==> src/rtl/conv_window_ctrl.sv <==
// Sequencer for a KxK line-buffer window chain: accepts raster pixels, drives the shared shift enable and emits window coordinates.
// Optional stride-2 window generation is enabled by defining CONV_WIN_STRIDE2_EN.
module conv_window_ctrl #(
  parameter int IMG_W = 14,
  parameter int IMG_H = 14,
  parameter int K     = 3,
  parameter int CW    = $clog2(IMG_W),
  parameter int RW    = $clog2(IMG_H)
) (
  input  logic          i_clk,
  input  logic          i_rst,
  input  logic          i_start,
  input  logic          i_pix_valid,
  output logic          o_pix_ready,
  output logic          o_sb_en,
  output logic          o_win_valid,
  input  logic          i_win_ready,
  output logic [RW-1:0] o_win_row,
  output logic [CW-1:0] o_win_col,
  output logic          o_busy,
  output logic          o_done
);

  localparam logic [RW-1:0] L_ROW_FIRST = RW'(K - 1);
  localparam logic [RW-1:0] L_ROW_LAST  = RW'(IMG_H - 1);
  localparam logic [CW-1:0] L_COL_FIRST = CW'(K - 1);
  localparam logic [CW-1:0] L_COL_LAST  = CW'(IMG_W - 1);

  typedef enum logic [2:0] {
    S_IDLE,
    S_FILL,
    S_STREAM,
    S_DRAIN,
    S_DONE
  } state_t;

  state_t        r_state;
  logic [RW-1:0] r_row;
  logic [CW-1:0] r_col;
  logic          r_win_valid;
  logic [RW-1:0] r_win_row;
  logic [CW-1:0] r_win_col;
  logic          r_done;

  logic          w_accepting;
  logic          w_pix_ready;
  logic          w_sb_en;
  logic          w_in_window;
  logic          w_gen;
  logic          w_last;
  logic          w_anchor;
  logic [RW-1:0] w_top_row;
  logic [CW-1:0] w_left_col;

  // A pending window blocks shifting unless it is being consumed this cycle.
  assign w_accepting = (r_state == S_FILL) || (r_state == S_STREAM);
  assign w_pix_ready = w_accepting && (!r_win_valid || i_win_ready);
  assign w_sb_en     = i_pix_valid && w_pix_ready;

  assign w_top_row   = r_row - L_ROW_FIRST;
  assign w_left_col  = r_col - L_COL_FIRST;
  assign w_in_window = (r_row >= L_ROW_FIRST) && (r_col >= L_COL_FIRST);
  assign w_last      = (r_row == L_ROW_LAST) && (r_col == L_COL_LAST);
  assign w_anchor    = (r_row == L_ROW_FIRST) && (r_col == L_COL_FIRST);

`ifdef CONV_WIN_STRIDE2_EN
  assign w_gen = w_sb_en && w_in_window && !w_top_row[0] && !w_left_col[0];
`else
  assign w_gen = w_sb_en && w_in_window;
`endif

  always_ff @(posedge i_clk) begin
    if (i_rst) begin
      r_state     <= S_IDLE;
      r_row       <= '0;
      r_col       <= '0;
      r_win_valid <= 1'b0;
      r_win_row   <= '0;
      r_win_col   <= '0;
      r_done      <= 1'b0;
    end else begin
      r_done <= 1'b0;

      if (w_sb_en) begin
        if (r_col == L_COL_LAST) begin
          r_col <= '0;
          r_row <= r_row + RW'(1);
        end else begin
          r_col <= r_col + CW'(1);
        end
      end

      // A new window replaces a consumed one in the same cycle for full throughput.
      if (w_gen) begin
        r_win_valid <= 1'b1;
        r_win_row   <= w_top_row;
        r_win_col   <= w_left_col;
      end else if (i_win_ready) begin
        r_win_valid <= 1'b0;
      end

      case (r_state)
        S_IDLE: begin
          if (i_start) begin
            r_state <= S_FILL;
            r_row   <= '0;
            r_col   <= '0;
          end
        end
        S_FILL: begin
          if (w_sb_en && w_last) begin
            r_state <= S_DRAIN;
          end else if (w_sb_en && w_anchor) begin
            r_state <= S_STREAM;
          end
        end
        S_STREAM: begin
          if (w_sb_en && w_last) begin
            r_state <= S_DRAIN;
          end
        end
        S_DRAIN: begin
          if (!r_win_valid || i_win_ready) begin
            r_state <= S_DONE;
            r_done  <= 1'b1;
          end
        end
        S_DONE: begin
          r_state <= S_IDLE;
        end
        default: begin
          r_state <= S_IDLE;
        end
      endcase
    end
  end

  assign o_pix_ready = w_pix_ready;
  assign o_sb_en     = w_sb_en;
  assign o_win_valid = r_win_valid;
  assign o_win_row   = r_win_row;
  assign o_win_col   = r_win_col;
  assign o_busy      = (r_state != S_IDLE);
  assign o_done      = r_done;

endmodule

==> config.mk <==
export PLATFORM = sky130hd
export DESIGN_NAME = conv_window_ctrl
export DESIGN_NICKNAME = d
export VERILOG_FILES = /design/src/rtl/conv_window_ctrl.sv
export SDC_FILE = /design/constraint.sdc
export NUM_CORES = 1
export LEC_CHECK = 0
export BUFFER_PORTS_ARGS = -buffer_cell sky130_fd_sc_hd__buf_4
export CAP_MARGIN = 40
export CORE_MARGIN = 2
export CORE_UTILIZATION = 40
export CTS_CLUSTER_DIAMETER = 200
export DETAILED_ROUTE_END_ITERATION = 7
export GPL_ROUTABILITY_DRIVEN = 0
export PLACE_DENSITY = 0.61
export SLEW_MARGIN = 20
export SYNTH_ARGS = -nofsm -noshare
export SYNTH_HDL_FRONTEND = slang
export SYNTH_SLANG_ARGS = --single-unit
==> constraint.sdc <==
create_clock -name i_clk -period 4.5 [get_ports i_clk]
set_input_delay 0.675 -clock i_clk [delete_from_list [all_inputs] [get_ports i_clk]]
set_output_delay 0.675 -clock i_clk [all_outputs]
set_load 0.005 [all_outputs]
# Word-level counts from Yosys, hierarchy flattened
# Index checks and enable logic that the tools add are counted.
[op_classes] n_addsub=4 n_lt_le_gt_ge=2 n_eq_ne=11 n_mux=17 bitwise_logic=1 reduce_logical=16
[ops] cell="two-way mux 4 bit" count=8
[ops] cell="two-way mux 3 bit" count=5
[ops] cell="one-hot mux 3 bit (4 select lines)" count=1
[ops] cell="adder 4 x 1 -> 4 bit, second input constant" count=2
[ops] cell="== test 4 x 2 -> 1 bit, second input constant" count=2
[ops] cell="== test 4 bit, second input constant" count=2
[ops] cell="greater-or-equal comparator 4 x 2 -> 1 bit, second input constant" count=2
[ops] cell="logical AND 1 bit" count=8
[ops] cell="subtractor 4 x 2 -> 4 bit, second input constant" count=2
[ops] cell="== test 3 x 2 -> 1 bit, second input constant" count=2
[ops] cell="inequality test 2 bit, second input constant" count=2
[ops] cell="AND reduction 4 bit" count=1
[ops] cell="== test 3 x 1 -> 1 bit, second input constant" count=1
[ops] cell="zero test 3 bit" count=1
[ops] cell="two-way mux 1 bit" count=3
[ops] cell="inequality test 3 x 1 -> 1 bit, second input constant" count=1
[ops] cell="nonzero test 3 bit" count=1
[ops] cell="logical OR 1 bit" count=2
[ops] cell="inequality test 2 x 1 -> 1 bit, second input constant" count=1
[ops] cell="nonzero test 2 bit" count=1
[ops] cell="OR reduction 2 bit" count=1
[ops] cell="zero test 1 bit" count=1
[ops] cell="inverter 1 bit" count=1
[word_totals] ff_bits=21 in_bits=5 output_inout_bits=13 elab_cells=58

# Depth between registers and ports, before layout
[depth] word_depth=8 ltp_mapped=8

# Worst setup path after synthesis
# OpenSTA, ideal clock, no wires.
[synth_path] kind="input port to output port" from="input port i_pix_valid" to="output port o_sb_en" arrival_ns=1.412 required_ns=3.825 path_slack_ns=2.413 stages=3 cell_sequence="or2b_2 -> or3_4 -> clkinv_4"
[synth_between] elab_chain_len=1
[synth_lines] element="start: declaration" line_no="13" source="input logic i_pix_valid,"
[synth_lines] element="logical AND 1 bit" line_no="58" source="assign w_sb_en = i_pix_valid && w_pix_ready;"
[synth_lines] element="end: declaration" line_no="15" source="output logic o_sb_en,"
# No other way between the ends.

# Worst setup path in the final report
# Ends and elaborated chain as after synthesis.

==> results.md <==
- Synth cell count leaders: 21 x dfxtp_1, 18 x nor2_1, 8 x a211oi_1
- Core area: 0.00250 mm2
- Remaining DRCs: 0
- Hold buffers post-CTS: 0
- Post-Route Utilization: 0.497
- Post-synth ARST share: 0
- Yosys cell types: 34
- Crit-path most repeated cell: buf_4
- Tcrit/Tclk final: 0.513
- WS Path Type: in2out
- Drt first pass iters: 3
- Routed WL: 2040 um
- H-tree levels: 1
- CTS max path bufs: 2
- Reg2reg setup slack: 2.67 ns
- Dominant synthesized flop cell: dfxtp_1
- Dominant cells by area after synthesis: dfxtp_1 39%, ha_1 8.2%, nor2_1 6.3%
- Max-cap viol count: 0
- CTS tree: done
- Gate power share: 0.183
- Initial Util: 0.428
- Resize count post-CTS: 0
- Slew headroom: 0.606
- # setup viols final: 0
- CP startpoint kind: primary input
- Syn nets: between 100 and 150
- NumNets Final: 150
- Mapped Cells: 120
- Pin count of the biggest net entering global routing: 15
- DIE HEIGHT: 55.7 um
- Number of global-route vias before repair: around 800
- Pins Over Slew Limit: 0
- Full die area: 0.00310 mm2
- I/O Buffers: 17
- Clk Latency, worst-skew pair: 0.29 ns
- Vias per inst: 5.19
- Initial DRC Count: 18
- Drt wl/cell: 12.2 um
- Global-route wire length before repair: 3450 um
- Clk sink count: 21
- Worst Setup End Kind: primary output
- CTS clk-pin slew, worst paths: 0.11 ns
- Final Hold Fails: 0
- Seq/Total Area, Yosys: 0.393
- Post-synth top area cell: dfxtp_1
- Internal power: 0.000258 W
- Worst path max stage delay: approximately 0.37 ns
- Worst-margin pin slew: 0.591 ns
- Area delta synth->final: 16.3%
- Syn Area/Cell: a little under 9 um2
- Via count: 866
- Clock power frac: 0.246
- Chip width: 55.7 um
- Synth top area share: 0.393
- Critical path's slowest cell: or3_4
- Total GRT Usage: 0.135
- Detail Placement HPWL: 1600 um
- Number of synthesized flops with an enable pin: 0
- N_diodes: 0
- PwrDens: 285 mW/mm2
- Postcts setup bufs: 0
- Most common cell in the netlist: dfxtp_1
- Min Tclk post-route: 2.31 ns
- Sw Share: 0.272
- Worst Path Arrival: 1.63 ns
- Share of cells above drive strength 1: 0.226
- Status: finished clean
- CTS root buf: clkbuf_4
- Setup TNS Final: 0 ns
- CTS Buf Count: 3
- Crit-path max FO: 7
- Crit path required time: 3.83 ns
- Yosys Warn Count: 0
- #FFs+latches synth: 21
- Global route overflow: 0
- RSZ-0062 raised after global routing: no
- Max frequency: around 430 MHz
- Peak VDD IR: 177 uV
- Worst min path class: reg2reg
- Routed Antenna Nets: 0
- Row count: 18
- Sequential share of power: 0.571
- Leak Pwr: approximately 0.48 nW
- Net Switching: around 0.000097 W
- Final clock skew: 0.00244 ns
- Synthesized area: ~0.0011 mm2
- Initial antenna violation count: 0
- I/O pin cnt: 18
- Crit path cell chain: buf_4 -> or2b_2 -> or3_4 -> clkinv_4 -> buf_4
path summary, 6_finish.rpt:
| path | startpoint | end | cells past startpoint |
|---|---|---|---|
| max | i_pix_valid | o_sb_en | 5 |
| min reg2reg | o_win_col[0] | o_win_col[0] | 2 |
| min | o_win_col[0] | o_win_col[0] | 2 |
| max reg2reg | r_state[0] | r_state[0] | 6 |
flip-flops by register name, indices dropped and copies added, names as in the netlist:
register	cells
o_win_col	4
r_state	3
r_col	4
r_row	4
o_win_valid	1
o_done	1
o_win_row	4
cell type report:
class | instances | area (um2)
Fill cell | 237 | 1260
Multi-Input combinational cell | 86 | 591
Tap cell | 30 | 37.5
Timing Repair Buffer | 18 | 133
Inverter | 8 | 35.0
Clock buffer | 3 | 22.5
Clock inverter | 1 | 5.00
Sequential cell | 21 | 420
power groups by stage:
stage	Combinational (W)	Clock (W)	Sequential [W]
floorplan	0.0000523	0	0.000198
global placement	0.0000652	0	0.000207
detailed placement	0.0000654	0	0.000207
CTS	0.0000656	0.0000944	0.000203
global route	0.0000708	0.0000992	0.000204
finish	0.0000649	0.0000873	0.000203
cells in the final DEF (no fill, tap or decap), types with 2 or more instances in the layout:
cell type,instances
nand4b_1,2
o211ai_1,2
nor4_1,4
buf_4,17
nand2b_1,2
dfxtp_1,21
mux2i_1,4
nor3_1,3
a211oi_1,8
inv_1,7
clkbuf_4,3
nor2_1,18
a21oi_1,7
xnor2_1,6
nand2_1,2
ha_1,7
o21ai_0,3
nand3_1,4
kinds of logic (layout without fill, tap and decap cells):
kind of cell,count (synthesis),count (layout),synth area share
AO/OA/AOI/OAI,23,23,0.142
XOR/XNOR,7,7,0.0573
adder cells (fa/ha/maj),7,7,0.0819
buffers and inverters,13,30,0.0550
flip-flops,21,21,0.393
multiplexers,4,4,0.0374
AND/OR/NAND/NOR,45,45,0.234
critical path, delay by kind of cell:
kind,cells,cell delay [ns]
AND/OR/NAND/NOR,2,0.69
buffers and inverters,3,0.26
metal layers:
layer | up-vias | part of all wire | global-route usage
li1 | 454 | - | -
met1 | 400 | 0.48 | 0.165
met2 | 10 | 0.48 | 0.238
met3 | 2 | 0.036 | 0.0256
met4 | 0 | 0.0074 | 0.0418
met5 | - | 0 | 0
through the flow:
step	hold slack (ns)	area, um2	setup slack (ns)	cells	power (W)
3_3_place_gp	0.476	1210	2.19	162	0.000272
3_5_place_dp	0.489	1210	2.20	162	0.000272
2_1_floorplan	0.485	1070	2.41	120	0.000250
4_1_cts	0.515	1240	2.19	166	0.000363
5_1_grt	0.536	1240	2.11	167	0.000374
6_report	0.507	1240	2.19	167	0.000355
No activity file was read; power rests on OpenSTA's default activity.
